[src/rtl/bimodal_predictor_if.sv]
// Fetch/resolution bundle for bimodal_predictor: the request and result inputs
// plus the registered prediction returned to fetch.
interface bimodal_predictor_if #(
    parameter int PC_BITS    = 32,
    parameter int INDEX_BITS = 6,
    parameter int CTR_BITS   = 2
);
    logic                  request;
    logic [PC_BITS-1:0]    req_pc;
    logic                  result;
    logic [PC_BITS-1:0]    res_pc;
    logic                  taken;
    logic [INDEX_BITS-1:0] res_hist;
    logic                  prediction;
    logic                  pred_valid;
    logic [CTR_BITS-1:0]   pred_ctr;
    logic [INDEX_BITS-1:0] pred_hist;

    modport master (
        output request, req_pc, result, res_pc, taken, res_hist,
        input  prediction, pred_valid, pred_ctr, pred_hist
    );

    modport slave (
        input  request, req_pc, result, res_pc, taken, res_hist,
        output prediction, pred_valid, pred_ctr, pred_hist
    );
endinterface

[src/rtl/bimodal_predictor.sv]
// Table of 2^INDEX_BITS saturating counters with one registered prediction and one
// training update per cycle. Define GSHARE_EN to hash the index with global history.
module bimodal_predictor #(
    parameter int                  PC_BITS    = 32,
    parameter int                  INDEX_BITS = 6,
    parameter int                  CTR_BITS   = 2,
    parameter logic [CTR_BITS-1:0] CTR_INIT   = {CTR_BITS{1'b1}}
) (
    input logic          clk,
    input logic          rst_n,
    bimodal_predictor_if.slave bus
);
    localparam int                  ENTRIES = 1 << INDEX_BITS;
    localparam logic [CTR_BITS-1:0] CTR_MAX = {CTR_BITS{1'b1}};
    localparam logic [CTR_BITS-1:0] CTR_MIN = {CTR_BITS{1'b0}};
    localparam logic [CTR_BITS-1:0] CTR_ONE = CTR_BITS'(1'b1);

    logic [CTR_BITS-1:0]   table_r [ENTRIES];
    logic [INDEX_BITS-1:0] hist_s;
    logic [INDEX_BITS-1:0] rd_idx_s;
    logic [INDEX_BITS-1:0] wr_idx_s;
    logic [CTR_BITS-1:0]   rd_ctr_s;
    logic [CTR_BITS-1:0]   next_ctr_s;
    logic                  prediction_r;
    logic                  pred_valid_r;
    logic [CTR_BITS-1:0]   pred_ctr_r;
    logic [INDEX_BITS-1:0] pred_hist_r;
    logic                  unused_s;

    // Saturating step: move toward the outcome, never wrap at either end.
    function automatic logic [CTR_BITS-1:0] sat_step(input logic [CTR_BITS-1:0] ctr,
                                                     input logic up);
        logic [CTR_BITS-1:0] nxt;
        nxt = ctr;
        if (up) begin
            if (ctr != CTR_MAX) nxt = ctr + CTR_ONE;
            else                nxt = ctr;
        end else begin
            if (ctr != CTR_MIN) nxt = ctr - CTR_ONE;
            else                nxt = ctr;
        end
        return nxt;
    endfunction

`ifdef GSHARE_EN
    logic [INDEX_BITS-1:0] ghr_r;
    logic [INDEX_BITS:0]   ghr_shift_s;

    // Dropping the top bit of {ghr, taken} gives the shift for any INDEX_BITS >= 1.
    assign ghr_shift_s = {ghr_r, bus.taken};
    assign hist_s      = ghr_r;
    assign rd_idx_s    = bus.req_pc[INDEX_BITS+1:2] ^ ghr_r;
    assign wr_idx_s    = bus.res_pc[INDEX_BITS+1:2] ^ bus.res_hist;
    assign unused_s    = ^{bus.req_pc[PC_BITS-1:INDEX_BITS+2], bus.req_pc[1:0],
                           bus.res_pc[PC_BITS-1:INDEX_BITS+2], bus.res_pc[1:0]};

    // Global history shifts in each resolved outcome.
    always_ff @(posedge clk or negedge rst_n) begin
        if (!rst_n) begin
            ghr_r <= {INDEX_BITS{1'b0}};
        end else if (bus.result) begin
            ghr_r <= ghr_shift_s[INDEX_BITS-1:0];
        end else begin
            ghr_r <= ghr_r;
        end
    end
`else
    assign hist_s   = {INDEX_BITS{1'b0}};
    assign rd_idx_s = bus.req_pc[INDEX_BITS+1:2];
    assign wr_idx_s = bus.res_pc[INDEX_BITS+1:2];
    assign unused_s = ^{bus.req_pc[PC_BITS-1:INDEX_BITS+2], bus.req_pc[1:0],
                       bus.res_pc[PC_BITS-1:INDEX_BITS+2], bus.res_pc[1:0],
                       bus.res_hist};
`endif

    // Read port and next value of the entry being trained.
    always_comb begin
        rd_ctr_s   = table_r[rd_idx_s];
        next_ctr_s = sat_step(table_r[wr_idx_s], bus.taken);
    end

    // Counter table; a read on the same index as an update sees the old value.
    always_ff @(posedge clk or negedge rst_n) begin
        if (!rst_n) begin
            for (int i = 0; i < ENTRIES; i++) begin
                table_r[i] <= CTR_INIT;
            end
        end else if (bus.result) begin
            table_r[wr_idx_s] <= next_ctr_s;
        end else begin
            table_r[wr_idx_s] <= table_r[wr_idx_s];
        end
    end

    // Prediction outputs load on a request and hold otherwise.
    always_ff @(posedge clk or negedge rst_n) begin
        if (!rst_n) begin
            pred_valid_r <= 1'b0;
            prediction_r <= 1'b0;
            pred_ctr_r   <= {CTR_BITS{1'b0}};
            pred_hist_r  <= {INDEX_BITS{1'b0}};
        end else begin
            pred_valid_r <= bus.request;
            if (bus.request) begin
                prediction_r <= rd_ctr_s[CTR_BITS-1];
                pred_ctr_r   <= rd_ctr_s;
                pred_hist_r  <= hist_s;
            end else begin
                prediction_r <= prediction_r;
                pred_ctr_r   <= pred_ctr_r;
                pred_hist_r  <= pred_hist_r;
            end
        end
    end

    assign bus.prediction = prediction_r;
    assign bus.pred_valid = pred_valid_r;
    assign bus.pred_ctr   = pred_ctr_r;
    assign bus.pred_hist  = pred_hist_r;
endmodule

[src/flat_wrapper.sv]
// flat-port wrapper written by rule: the top's interface ports become plain ports
module bimodal_predictor_flat 
#(
    parameter int                  PC_BITS    = 32,
    parameter int                  INDEX_BITS = 6,
    parameter int                  CTR_BITS   = 2,
    parameter logic [CTR_BITS-1:0] CTR_INIT   = {CTR_BITS{1'b1}}
)
  (clk, rst_n, bus_request, bus_req_pc, bus_result, bus_res_pc, bus_taken, bus_res_hist, bus_prediction, bus_pred_valid, bus_pred_ctr, bus_pred_hist);
  bimodal_predictor_if #(.PC_BITS(PC_BITS), .INDEX_BITS(INDEX_BITS), .CTR_BITS(CTR_BITS)) bus_i ();
  input logic clk;
  input logic rst_n;
  input wire logic [$bits(bus_i.request)-1:0] bus_request;
  input wire logic [$bits(bus_i.req_pc)-1:0] bus_req_pc;
  input wire logic [$bits(bus_i.result)-1:0] bus_result;
  input wire logic [$bits(bus_i.res_pc)-1:0] bus_res_pc;
  input wire logic [$bits(bus_i.taken)-1:0] bus_taken;
  input wire logic [$bits(bus_i.res_hist)-1:0] bus_res_hist;
  output wire logic [$bits(bus_i.prediction)-1:0] bus_prediction;
  output wire logic [$bits(bus_i.pred_valid)-1:0] bus_pred_valid;
  output wire logic [$bits(bus_i.pred_ctr)-1:0] bus_pred_ctr;
  output wire logic [$bits(bus_i.pred_hist)-1:0] bus_pred_hist;
  assign bus_i.request = bus_request;
  assign bus_i.req_pc = bus_req_pc;
  assign bus_i.result = bus_result;
  assign bus_i.res_pc = bus_res_pc;
  assign bus_i.taken = bus_taken;
  assign bus_i.res_hist = bus_res_hist;
  assign bus_prediction = bus_i.prediction;
  assign bus_pred_valid = bus_i.pred_valid;
  assign bus_pred_ctr = bus_i.pred_ctr;
  assign bus_pred_hist = bus_i.pred_hist;
  bimodal_predictor #(.PC_BITS(PC_BITS), .INDEX_BITS(INDEX_BITS), .CTR_BITS(CTR_BITS), .CTR_INIT(CTR_INIT)) u_core (.clk(clk), .rst_n(rst_n), .bus(bus_i));
endmodule
[config.mk]
export PLATFORM = sky130hd
export DESIGN_NAME = bimodal_predictor_flat
export DESIGN_NICKNAME = d
export VERILOG_FILES = /design/src/rtl/bimodal_predictor_if.sv /design/src/rtl/bimodal_predictor.sv /design/src/flat_wrapper.sv
export SDC_FILE = /design/constraint.sdc
export NUM_CORES = 1
export LEC_CHECK = 0
export BUFFER_PORTS_ARGS = -buffer_cell sky130_fd_sc_hd__buf_2
export CELL_PAD_IN_SITES_DETAIL_PLACEMENT = 1
export CELL_PAD_IN_SITES_GLOBAL_PLACEMENT = 1
export CORE_ASPECT_RATIO = 0.8
export CORE_UTILIZATION = 51
export CTS_CLUSTER_SIZE = 24
export DETAILED_ROUTE_END_ITERATION = 8
export PLACE_DENSITY_LB_ADDON = 0.1
export SLEW_MARGIN = 10
export SYNTH_ARGS = -nofsm -noshare
export SYNTH_HDL_FRONTEND = slang
export SYNTH_SLANG_ARGS = --single-unit
[constraint.sdc]
create_clock -name clk -period 6.9 [get_ports clk]
set_input_delay 0.69 -clock clk [delete_from_list [all_inputs] [get_ports clk]]
set_output_delay 0.69 -clock clk [all_outputs]
set_load 0.005 [all_outputs]
==> flow_summary.rst <==
.. list-table::
   :header-rows: 1

   * - Metric
     - Value
   * - Synth Instances
     - slightly above 700
   * - Area added between synthesis and finish
     - 8.86%
   * - Dominant cell type by count on the critical path
     - sky130_fd_sc_hd__buf_4
   * - Cell area after layout
     - approximately 8400 um2
   * - Initial antenna violation count
     - 2
   * - Highest fanout seen on the critical path
     - 26
   * - Final period util
     - roughly 63%
   * - Endpoints failing setup
     - 0
   * - Synthesized area per cell
     - 10.6 um2
   * - Setup repair after global routing missed its margin
     - no
   * - Violations in the final reports
     - DRC
   * - Area of the mapped netlist
     - approximately 7700 um2
   * - Pre-CTS setup slack
     - 2.21 ns
   * - Number of design rule violations left after detail routing
     - 4
   * - Max IR drop VDD
     - roughly 0.20 mV
   * - Gpl congestion
     - 0.907
   * - Global-route wire length before repair
     - 38.1 mm
   * - Port-buffer cells
     - 20
   * - Total of hold buffers inserted after clock tree synthesis
     - 0
   * - Fill cell total of the finished layout
     - roughly 1500
   * - Post-synthesis async set-or-reset flop share
     - between 90% and 100%
   * - Placed cell area
     - roughly 8000 um2
   * - Cell Pwr Density
     - around 330 nW/um2
   * - Post-synth top flop
     - sky130_fd_sc_hd__dfstp_2
   * - Biggest area consumer among synthesized cells
     - sky130_fd_sc_hd__dfstp_2
   * - Number of placement rows
     - 39
   * - Number of top-level pins
     - between 80 and 90
   * - TritonRoute pass-1 iters
     - 9
   * - Critical-path cell with the highest stage delay
     - sky130_fd_sc_hd__or4_1
   * - Top delay family on crit path
     - compound AO/OA/AOI/OAI gates
   * - EDFF count, synth
     - 0
   * - Pleak
     - between 0.003 and 0.004 uW
   * - Remaining number of nets flagged by the antenna check after routing
     - 0
   * - CTS HTree Levels
     - 4
   * - Source-to-sink clock delay at the later pin of the worst-skew pair
     - 0.42 ns
   * - Die Width
     - between 100 and 150 um
   * - Type of the most critical hold path
     - in2async
   * - Placed Cells
     - a little under 900
   * - Non-Filler Instances
     - about 920
   * - Detailed Route Iter0 Violations
     - 480
   * - Endpoint class of the critical path
     - flop
   * - Sequence of cells on the critical path
     - buf_2 > buf_4 > mux2_4 > a221o_1 > a222oi_1 > o22ai_1 > or4_1 > o2111ai_1 > o211ai_4 > buf_4 > o21ai_0
   * - Maximum number of pins on one net before global-route repair
     - 67
   * - Final slew viol count
     - 0
   * - Via count of the first global-routing pass
     - around 6400
   * - Post-synthesis sequential element count
     - about 130
   * - TritonCTS clock tree
     - done
   * - Gr usage total
     - between 30% and 40%
   * - Vias after detailed routing
     - approximately 6100
   * - Unique masters post-synth
     - 60
   * - Clock Skews
     - 0.00624 ns
   * - Critical path required time
     - 7.24 ns
   * - Max-Slew Margin vs Limit
     - 26.3%
   * - Top post-synthesis cells by area
     - sky130_fd_sc_hd__dfstp_2 (44%), sky130_fd_sc_hd__mux4_2 (14%), sky130_fd_sc_hd__nand2_1 (6.6%)
   * - Via/cell ratio
     - 6.60
   * - Sink Count
     - 131
   * - Actual slew at the worst max-slew pin
     - ~1.1 ns
   * - Setup tns final
     - 0 ns
   * - Final wirelength
     - 23.9 mm
   * - Critical Path Start Type
     - primary input
   * - Chip height
     - approximately 110 um
   * - Proportion of netlist area held by the largest area contributor
     - a little over two fifths
   * - Die area
     - around 16000 um2
   * - Routed WL per cell
     - 25.8 um
   * - Most instantiated cells after synthesis
     - sky130_fd_sc_hd__nand2_1 (134), sky130_fd_sc_hd__dfstp_2 (128), sky130_fd_sc_hd__nor2_1 (80), sky130_fd_sc_hd__mux4_2 (47), sky130_fd_sc_hd__o21ai_0 (38)
   * - Number of buffer and inverter stages on the critical path
     - 3
   * - Status
     - complete, but fails checks
   * - Core region area
     - 14500 um2
   * - Dominant cell by count in the synthesized netlist
     - sky130_fd_sc_hd__nand2_1
   * - CTS-repair resized insts
     - 0
   * - Achievable Freq
     - 229 MHz
   * - Fraction of layout cells with a size suffix above 1
     - ~44%
   * - Slowest Stage Delay on Critical Path
     - ~0.50 ns
   * - Initial Util
     - 52.9%
   * - Area taken by flip-flops and latches
     - approximately 3400 um2
   * - Buffer levels on the longest clock path
     - 2
   * - CP Data Arrival Time
     - 4.71 ns
   * - Final net count
     - between 800 and 900
   * - Min cycle time layout
     - around 4.4 ns
   * - Max cap viols
     - 0
   * - Post-synthesis sequential area ratio
     - about 45%
   * - Area occupied by multi-input gates
     - 3910 um2
   * - Final hold vios
     - 0
   * - Clock-pin slew of the registers on the worst-case setup and hold paths
     - around 0.060 ns
   * - Yosys synthesis warning count
     - 0
   * - Total global routing overflow
     - 0
   * - Detailed-placement wirelength estimate
     - ~16 mm
   * - Crit Path Class
     - in2reg
   * - Clk root buf
     - sky130_fd_sc_hd__clkbuf_16
   * - Final critical-path setup slack
     - 2.53 ns
   * - Post-CTS setup buffer count
     - 0
   * - TritonCTS Buffers
     - 17
[cell families after synthesis]
family / after synthesis / share of synthesized area, %
buf+inv: 58 / 4.57
mux: 75 / 17.8
flops: 131 / 44.8
compound gates: 198 / 18.1
other cells: 1 / 0.0489
simple gates: 259 / 14.7
[cells in the final DEF (no fill, tap or decap), drive strengths merged, types with 3 or more instances in the layout]
cell	count
nand2	134
dfstp	128
o21ai	83
nor2	80
a21oi	63
mux4	47
buf	34
clkbuf	20
mux2	16
a22oi	14
mux2i	12
a221oi	9
clkinv	8
nand3	6
conb	6
nor2b	5
a31oi	5
nor3b	4
and3b	4
nand2b	4
nor3	4
inv	4
and3	3
and2	3
o22ai	3
clkinvlp	3
dfrtp	3
o211ai	3
[sequential cells by signal, indices dropped and copies added (netlist names)]
name                   flops
u_core.bus.pred_ctr        2
u_core.bus.pred_valid      1
u_core.table_r           128
[per-stage QoR]
stage               total power [uW]  utilization, %  hold WS [ns]
finish                          2790            57.6         0.378
global route                    2910            57.6         0.418
CTS                             2790            57.6         0.390
detailed placement              1940            53.8         0.470
global placement                1890            53.8         0.459
floorplan                       1710               -         0.394
[layout make-up]
cell class / instances / area share (%)
flip-flops and latches: 131 / 41.2
well taps: 184 / 2.76
clock buffers: 20 / 5.47
inverters: 5 / 0.225
clock inverters: 11 / 1.05
multi-input cells: 538 / 46.8
diodes: 1 / 0.0300
repair buffers: 34 / 2.49
[per-layer routing]
layer | global-route usage, % | vias up | routed length (um)
met2 | 50.9 | 298 | 11200
met1 | 45.2 | 3112 | 9870
met5 | 0 | - | 13
met3 | 8.47 | 59 | 2070
li1 | - | 2632 | -
met4 | 13.6 | 2 | 742
[worst register-to-register path, delay by kind of cell, from the launching register on]
| family | cells | cell delay, ns |
|---|---|---|
| buf+inv | 1 | 0.43 |
| mux | 1 | 0.27 |
| compound gates | 6 | 1.94 |
| flops | 1 | 0.37 |
| simple gates | 1 | 0.50 |
[power breakdown]
part           total [uW]  internal (uW)  switching, uW
combinational         678            302            376
clock                 841            506            335
sequential           1270           1090            173
total                2780           1900            884
[path summary, 6_finish.rpt]
check / start / endpoint / slack, ns / depth (start not counted)
worst min-delay path: rst_n / u_core.bus.pred_valid$_DFF_PN0_ / 0.38 / 1
max in group asynchronous: rst_n / u_core.table_r[90]$_DFFE_PN1P_ / 5.28 / 2
worst max register to register: u_core.table_r[22]$_DFFE_PN1P_ / u_core.table_r[60]$_DFFE_PN1P_ / 3.30 / 9
worst min register to register: u_core.table_r[11]$_DFFE_PN1P_ / u_core.table_r[11]$_DFFE_PN1P_ / 0.48 / 2
min in group clk: bus_request / u_core.bus.pred_valid$_DFF_PN0_ / 0.41 / 1
worst max-delay path: bus_res_pc[3] / u_core.table_r[60]$_DFFE_PN1P_ / 2.53 / 11
Note: power is estimated with default switching activity, not from simulation.
